### config.mk
export PLATFORM = sky130hd
export DESIGN_NAME = mult_div_unit
export DESIGN_NICKNAME = d
export VERILOG_FILES = /design/src/rtl/mult_div_unit.sv
export SDC_FILE = /design/constraint.sdc
export NUM_CORES = 1
export LEC_CHECK = 0
export CORE_MARGIN = 2
export CORE_UTILIZATION = 58
export CTS_CLUSTER_SIZE = 25
export DETAILED_ROUTE_END_ITERATION = 10
export PLACE_DENSITY = 0.93
export SKIP_CTS_REPAIR_TIMING = 1
export SLEW_MARGIN = 20
export SYNTH_ARGS = -nofsm -noshare
export SYNTH_HDL_FRONTEND = slang
export SYNTH_SLANG_ARGS = --single-unit
### constraint.sdc
create_clock -name clk -period 4.2 [get_ports clk]
set_input_delay 0.63 -clock clk [delete_from_list [all_inputs] [get_ports clk]]
set_output_delay 0.63 -clock clk [all_outputs]
set_load 0.005 [all_outputs]
### src/rtl/mult_div_unit.sv
// Iterative MIPS multiply/divide unit driving the HI/LO registers (shift-add / restoring divide).
// Optional MULTDIV_FAST_MULT_EN: MULT/MULTU resolve in one cycle through a combinational multiplier.
module mult_div_unit #(
  parameter int WIDTH = 32
) (
  input  logic             clk,
  input  logic             rst,
  input  logic             start,
  input  logic [1:0]       op,
  input  logic [WIDTH-1:0] opA,
  input  logic [WIDTH-1:0] opB,
  input  logic             hiWrite,
  input  logic             loWrite,
  input  logic [WIDTH-1:0] writeData,
  output logic             busy,
  output logic             done,
  output logic [WIDTH-1:0] hi,
  output logic [WIDTH-1:0] lo
);

  localparam int CNT_W = $clog2(WIDTH);
  localparam int DW    = 2 * WIDTH;

  typedef enum logic [1:0] {
    IDLE   = 2'd0,
    RUN    = 2'd1,
    FINISH = 2'd2
  } state_t;

  state_t           state_q, state_d;
  logic             div_q, div_d;
  logic             qneg_q, qneg_d;
  logic             rneg_q, rneg_d;
  logic             dz_q, dz_d;
  logic             done_q, done_d;
  logic [CNT_W-1:0] cnt_q, cnt_d;
  logic [WIDTH-1:0] opb_q, opb_d;
  logic [WIDTH-1:0] hi_q, hi_d;
  logic [WIDTH-1:0] lo_q, lo_d;
  logic [DW-1:0]    acc_q, acc_d;

  logic             is_signed;
  logic [WIDTH-1:0] mag_a, mag_b;
  logic [WIDTH:0]   r_sh, diff, sum;
  logic [DW-1:0]    prod;

  function automatic logic [WIDTH-1:0] abs_w(input logic signed [WIDTH-1:0] v);
    return v[WIDTH-1] ? WIDTH'(-v) : WIDTH'(v);
  endfunction

  function automatic logic [WIDTH-1:0] neg_w(input logic [WIDTH-1:0] v, input logic en);
    return en ? (~v + {{(WIDTH-1){1'b0}}, 1'b1}) : v;
  endfunction

  function automatic logic [DW-1:0] neg_dw(input logic [DW-1:0] v, input logic en);
    return en ? (~v + {{(DW-1){1'b0}}, 1'b1}) : v;
  endfunction

  always_comb begin
    state_d   = state_q;
    div_d     = div_q;
    qneg_d    = qneg_q;
    rneg_d    = rneg_q;
    dz_d      = dz_q;
    done_d    = 1'b0;
    cnt_d     = cnt_q;
    opb_d     = opb_q;
    hi_d      = hi_q;
    lo_d      = lo_q;
    acc_d     = acc_q;
    is_signed = ~op[0];
    mag_a     = is_signed ? abs_w($signed(opA)) : opA;
    mag_b     = is_signed ? abs_w($signed(opB)) : opB;
    r_sh      = acc_q[DW-1:WIDTH-1];
    diff      = r_sh - {1'b0, opb_q};
    sum       = {1'b0, acc_q[DW-1:WIDTH]} + {1'b0, (acc_q[0] ? opb_q : {WIDTH{1'b0}})};
    prod      = neg_dw(acc_q, qneg_q);

    case (state_q)
      IDLE: begin
        if (hiWrite) hi_d = writeData;
        if (loWrite) lo_d = writeData;
        if (start) begin
          // Work on magnitudes; signs are restored in FINISH.
          div_d   = op[1];
          qneg_d  = is_signed & (opA[WIDTH-1] ^ opB[WIDTH-1]);
          rneg_d  = is_signed & opA[WIDTH-1];
          dz_d    = (opB == {WIDTH{1'b0}});
          opb_d   = op[1] ? mag_b : mag_a;
          acc_d   = {{WIDTH{1'b0}}, (op[1] ? mag_a : mag_b)};
          cnt_d   = {CNT_W{1'b0}};
          state_d = RUN;
`ifdef MULTDIV_FAST_MULT_EN
          if (!op[1]) begin
            acc_d   = {{WIDTH{1'b0}}, mag_a} * {{WIDTH{1'b0}}, mag_b};
            state_d = FINISH;
          end
`endif
        end
      end

      RUN: begin
        cnt_d = cnt_q + {{(CNT_W-1){1'b0}}, 1'b1};
        if (div_q) begin
          // acc = {remainder, dividend/quotient}; quotient bits enter from the right.
          if (!diff[WIDTH]) acc_d = {diff[WIDTH-1:0], acc_q[WIDTH-2:0], 1'b1};
          else              acc_d = {r_sh[WIDTH-1:0], acc_q[WIDTH-2:0], 1'b0};
        end else begin
          acc_d = {sum, acc_q[WIDTH-1:1]};
        end
        if (cnt_q == CNT_W'(WIDTH - 1)) state_d = FINISH;
      end

      FINISH: begin
        if (div_q) begin
          lo_d = dz_q ? {WIDTH{1'b1}} : neg_w(acc_q[WIDTH-1:0], qneg_q);
          hi_d = neg_w(acc_q[DW-1:WIDTH], rneg_q);
        end else begin
          hi_d = prod[DW-1:WIDTH];
          lo_d = prod[WIDTH-1:0];
        end
        done_d  = 1'b1;
        state_d = IDLE;
      end

      default: state_d = IDLE;
    endcase
  end

  always_ff @(posedge clk) begin
    if (rst) begin
      state_q <= IDLE;
      div_q   <= 1'b0;
      qneg_q  <= 1'b0;
      rneg_q  <= 1'b0;
      dz_q    <= 1'b0;
      done_q  <= 1'b0;
      cnt_q   <= {CNT_W{1'b0}};
      opb_q   <= {WIDTH{1'b0}};
      hi_q    <= {WIDTH{1'b0}};
      lo_q    <= {WIDTH{1'b0}};
      acc_q   <= {DW{1'b0}};
    end else begin
      state_q <= state_d;
      div_q   <= div_d;
      qneg_q  <= qneg_d;
      rneg_q  <= rneg_d;
      dz_q    <= dz_d;
      done_q  <= done_d;
      cnt_q   <= cnt_d;
      opb_q   <= opb_d;
      hi_q    <= hi_d;
      lo_q    <= lo_d;
      acc_q   <= acc_d;
    end
  end

  assign busy = (state_q != IDLE);
  assign done = done_q;
  assign hi   = hi_q;
  assign lo   = lo_q;

endmodule

### Word-level counts from Yosys, hierarchy flattened

Index checks and enable logic that the tools add are counted.

| operators by class | value |
|---|---|
| $mul | 0 |
| magnitude comparators | 0 |
| shifts and indexed selects | 0 |
| divide/modulo/power cells | 0 |
| bitwise gates (word level) | 7 |
| reduce and logical (&&, ||, !) cells | 10 |
| multiplexer cells | 27 |
| equality and inequality tests | 7 |
| $add $sub $neg | 8 |

Operator list:

| cell | number |
|---|---|
| $mux 32 | 14 |
| $mux 64 | 4 |
| $pmux 32 s2 | 2 |
| $pmux 64 s2 | 1 |
| $add 32x1->32 const B | 2 |
| $add 64x1->64 const B | 1 |
| $neg 32->32 | 2 |
| $not 32->32 | 2 |
| $not 64->64 | 1 |
| $add 32x32->33 | 1 |
| $sub 33x32->33 | 1 |
| $logic_not 32->1 | 1 |
| $pmux 5 s2 | 1 |
| $reduce_and 2->1 | 5 |
| $ne 2x2->1 const B | 4 |
| $reduce_bool 2->1 | 3 |
| $add 5x1->5 const B | 1 |
| $eq 5x5->1 const B | 1 |
| $mux 5 | 1 |
| $mux 2 | 2 |
| $pmux 2 s2 | 1 |
| $and 1x1->1 | 2 |
| $eq 2x1->1 const B | 1 |
| $eq 2x2->1 const B | 1 |
| 4 further kinds | 4 |

| word-level totals | value |
|---|---|
| bits in read-only memories | 0 |
| input port bits | 103 |
| RAM bits | 0 |
| bits in registers | 172 |
| memories kept | 0 |
| word-level logic and storage cells | 70 |
| bits in latches | 0 |

### Logic depth before layout (Yosys ltp)

| depth | value |
|---|---|
| word-level depth | 6 |
| depth in mapped cells | 15 |

### Worst setup path after synthesis

No wires, ideal clock.

| timing | value |
|---|---|
| path type | reg-to-reg |
| from | register acc_q[32] |
| to | register acc_q[37] |
| stages on the path, launching flop included | 16 |
| setup time | 128 ps |
| path buffers | 3 |
| slack | 513 ps |
| clock period less this slack | 3687 ps |
| arrival time | 3559 ps |
| cell sequence | dfxtp_1 clkbuf_1 inv_1 fa_1 nand2b_1 a21oi_1 o211ai_1 a211o_1 a2111oi_1 o31a_1 nand3_1 nand2_1 buf_2 buf_4 mux2i_1 o21ai_0 |

| on the way | value |
|---|---|
| word-level cells in the longest chain between the ends | 4 |
| elaborated cells on any way between the ends | 5 |
| classes of those cells | add/sub (2); mux (3) |

Ends and longest elaborated chain:

| element | line | RTL |
|---|---|---|
| start: declaration | 40 | `logic [DW-1:0] acc_q, acc_d;` |
| start signal: assignment | 142 | `acc_q <= {DW{1'b0}};` |
| $sub 33x32->33 | 75 | `diff = r_sh - {1'b0, opb_q};` |
| $mux 64 | 106 | `if (!diff[WIDTH]) acc_d = {diff[WIDTH-1:0], acc_q[WIDTH-2:0], 1'b1};` |
| $mux 64 (*) | 104 | `if (div_q) begin` |
| $pmux 64 s2 (*) | 79 | `case (state_q)` |

Every way passes the cells marked *; elsewhere a longest branch is shown, timed or not.
A chain may end at the register's enable or synchronous reset.

### Final worst setup path

| timing | value |
|---|---|
| from | register acc_q[31] |
| to | register acc_q[34] |

| on the way | value |
|---|---|
| word-level cells in the longest chain between the ends | 4 |

Ends and longest elaborated chain:

| element | line |
|---|---|
| $sub 33x32->33 | 75 |
| $mux 64 | 106 |
| $mux 64 | 104 |
| $pmux 64 s2 | 79 |

No other way between the ends.

==> impl_metrics.toml <==
[synthesis]
synth_fp_nets = 2081
synth.top_cell.area_share_pct = 24.2
syn_inst = 1906
synth-seq-cells = 172
syn_area_um2 = 14200
synthTopCellsByCount = "202 x nor2_1, 185 x nand2_1, 180 x a21oi_1"
yosysSeqAreaShare_pct = 24.2
synth_edf_count = 0
async_reset_ff_share_pct = 0
synth_ff_type = "dfxtp_1"
yosysWarnings = 0
yosysTopAreaCell = "dfxtp_1"
synth.most_common_cell = "nor2_1"
ys_types = 76
synthTopCellsByArea = "dfxtp_1 24%, xnor2_1 7.2%, a21oi_1 6.3%"
avgSynthCellArea_um2 = 7.45

[pwr]
ir_drop_mv = 0.244
p_per_area_nw_per_um2 = 304
p_leak_uw = 0.00653

[sta]
slew_headroom_pct = 38.4
period_needed_ns = 3.79
clock.fmax_mhz = 264
slew_violations = 0
setup_viol = 0
fin_skew_ns = 0.0168
layout_setup_ws_ns = 0.411
tightest_slew_ns = 0.923
final_hold_viol_count = 0
fin_crit_sh_pct = 90.2

[clock_tree]
clk_path_buf_depth = 2
clk_latency_ns = 0.45
h-tree-depth = 4
cts_made_buffers = 17
clk_pin_slew_ns = 0.08
cts_root_buf = "clkbuf_16"
cts_tree = "built"
cts_sinks = 172

[critical_path]
regToRegSetupSlack_ns = 0.41
critPathMaxFanout = 12
r2r_start = "acc_q[31]"
critPathMaxStageDelay_ns = 0.47
reg2reg_to = "acc_q[34]"
crit_type = "reg -> reg"
worstPathCellList = "inv_1, ha_1, fa_1, nand2b_1, a21oi_1, o211ai_1, a211o_1, a2111oi_2, o31ai_1, o21ai_1, nand2_1, buf_4, o211a_1, o21ai_0"
ff2ff_path_depth = 14
endpoint_kind = "flip-flop"
cpMaxStageDelayCell = "a2111oi_2"
cp-start-kind = "flip-flop"
crit_arrival_ns = 4.17
required_ns = 4.58

[hold_path]
worstHoldStart = "rst"
hold_path.class = "in -> reg"
whs_endpoint = "cnt_q[0]"
hold_depth = 2

[floorplanning]
die_h_um = 160
dieArea_um2 = 25800
fp.dieW_um = 160
ioPinCount = 169
row_count = 57
core-area_um2 = 24200
start_util_pct = 58.7

[route]
drt_first_pass_iters = 6
wl_met3_um = 5840
wl_met1_um = 20400
first_iter_violations = 2252
wirelength_um = 50900
vias = 15607
routed_via_density = 6.64
post-route-drc-count = 0
wire_per_inst_um = 21.7
ant_nets = 0
top_layer = "met5"
met2WireLength_um = 22500

[place]
placed_area_um2 = 16200
dp_hpwl_um = 39100
globalplace.congestion = 1.02
portBuffers = 168
preCtsSetupSlack_ns = 0.353

[final_layout]
area_growth_pct = 18.1
fin_util_pct = 69.4
design_area_um2 = 16800
nets = 2187
n_antenna_cell = 0
drive_gt1_share_pct = 5.83

[global_route]
grt_usage_pct = 38.2
overflow = 0
antenna_found_initial = 2
grt_max_degree = 74
grt_pass1_vias = 14626
grt_pass1_wl_um = 78700

[outcome]
status = "complete, no violations"

[flow_run]
drv_cap = 0
-- metal layers --
layer  track usage (%)  vias to the layer above
met2              60.0                     1039
met4              16.0                        4
li1                  -                     7150
met3              8.47                      151
met1              50.8                     7263
met5                 0                        -
-- worst max-delay path, delay by kind of cell, from the launching register on --
kind            cells  cell delay, ns
compound gates      8            2.04
fa+ha+maj           2            0.61
simple gates        2            0.42
flops               1            0.34
buf+inv             2            0.32
-- report_power, final --
| part | internal, µW | total [µW] | switching, µW |
|---|---|---|---|
| combinational | 662 | 1580 | 922 |
| clock | 867 | 1660 | 791 |
| sequential | 1740 | 1860 | 123 |
-- layout by cell type, fill, tap and decap left out, types with 12 or more instances in the layout --
cell type and instances:
o211ai_1 34, a22oi_1 21, mux2i_1 59, and2_1 17, ha_1 70, nand3_1 20, dfxtp_1 171, buf_4 47
a21oi_1 180, nor2_1 201, clkdlybuf4s50_1 166, or4_1 13, xnor2_1 117, o21ai_0 112, nand4_1 12, or3_1 18
xor2_1 55, a211oi_1 64, nor2b_1 13, o31ai_1 15, clkbuf_16 17, o221ai_1 33, nand2b_1 22, nor3_1 41
inv_1 65, a31oi_1 19, nor4_1 19, a21o_1 36, nand2_1 184, o41ai_1 12, o21a_1 14
-- worst max path at each step --
stage,start,endpoint,slack [ns]
floorplan,acc_q[32],acc_q[37],0.51
global placement,acc_q[31],acc_q[34],0.49
detailed placement,acc_q[31],acc_q[34],0.35
CTS,acc_q[31],acc_q[52],0.32
global route,acc_q[31],acc_q[43],-0.02
finish,acc_q[31],acc_q[34],0.41
-- state kept, by name, summed over array words and instances (netlist names) --
signal and flops:
acc_q 64, hi 32, lo 32, opb_q 32, cnt_q 5, state_q 2
div_q 1, done 1, dz_q 1, qneg_q 1, rneg_q 1
-- through the flow --
step,hold WS (ns),total power [µW],instances,setup TNS (ns)
2_1_floorplan,0.432,2840,1906,0
3_3_place_gp,0.439,3390,2317,0
3_5_place_dp,0.444,3410,2317,0
4_1_cts,0.383,5040,2349,0
5_1_grt,0.399,5280,2349,-0.0176
6_report,0.386,5100,2349,0
-- final cells by class --
class,count,area [µm²]
inverter,65,244
fill,1955,7400
timing repair buffer,215,2040
multi-input combinational,1541,10000
clock buffer,18,439
tap,324,405
sequential,172,3440
clock inverter,14,176
-- kinds of logic (layout without fill, tap and decap cells) --
logic type	Yosys count	after routing	share of synthesized area, %
compound gates	635	635	29.4
xor+xnor	172	172	10.6
fa+ha+maj	72	72	6.45
simple gates	601	601	19.7
mux	61	61	4.32
flops	172	172	24.2
buf+inv	193	312	5.29
Power figures use the tool's default switching activity.
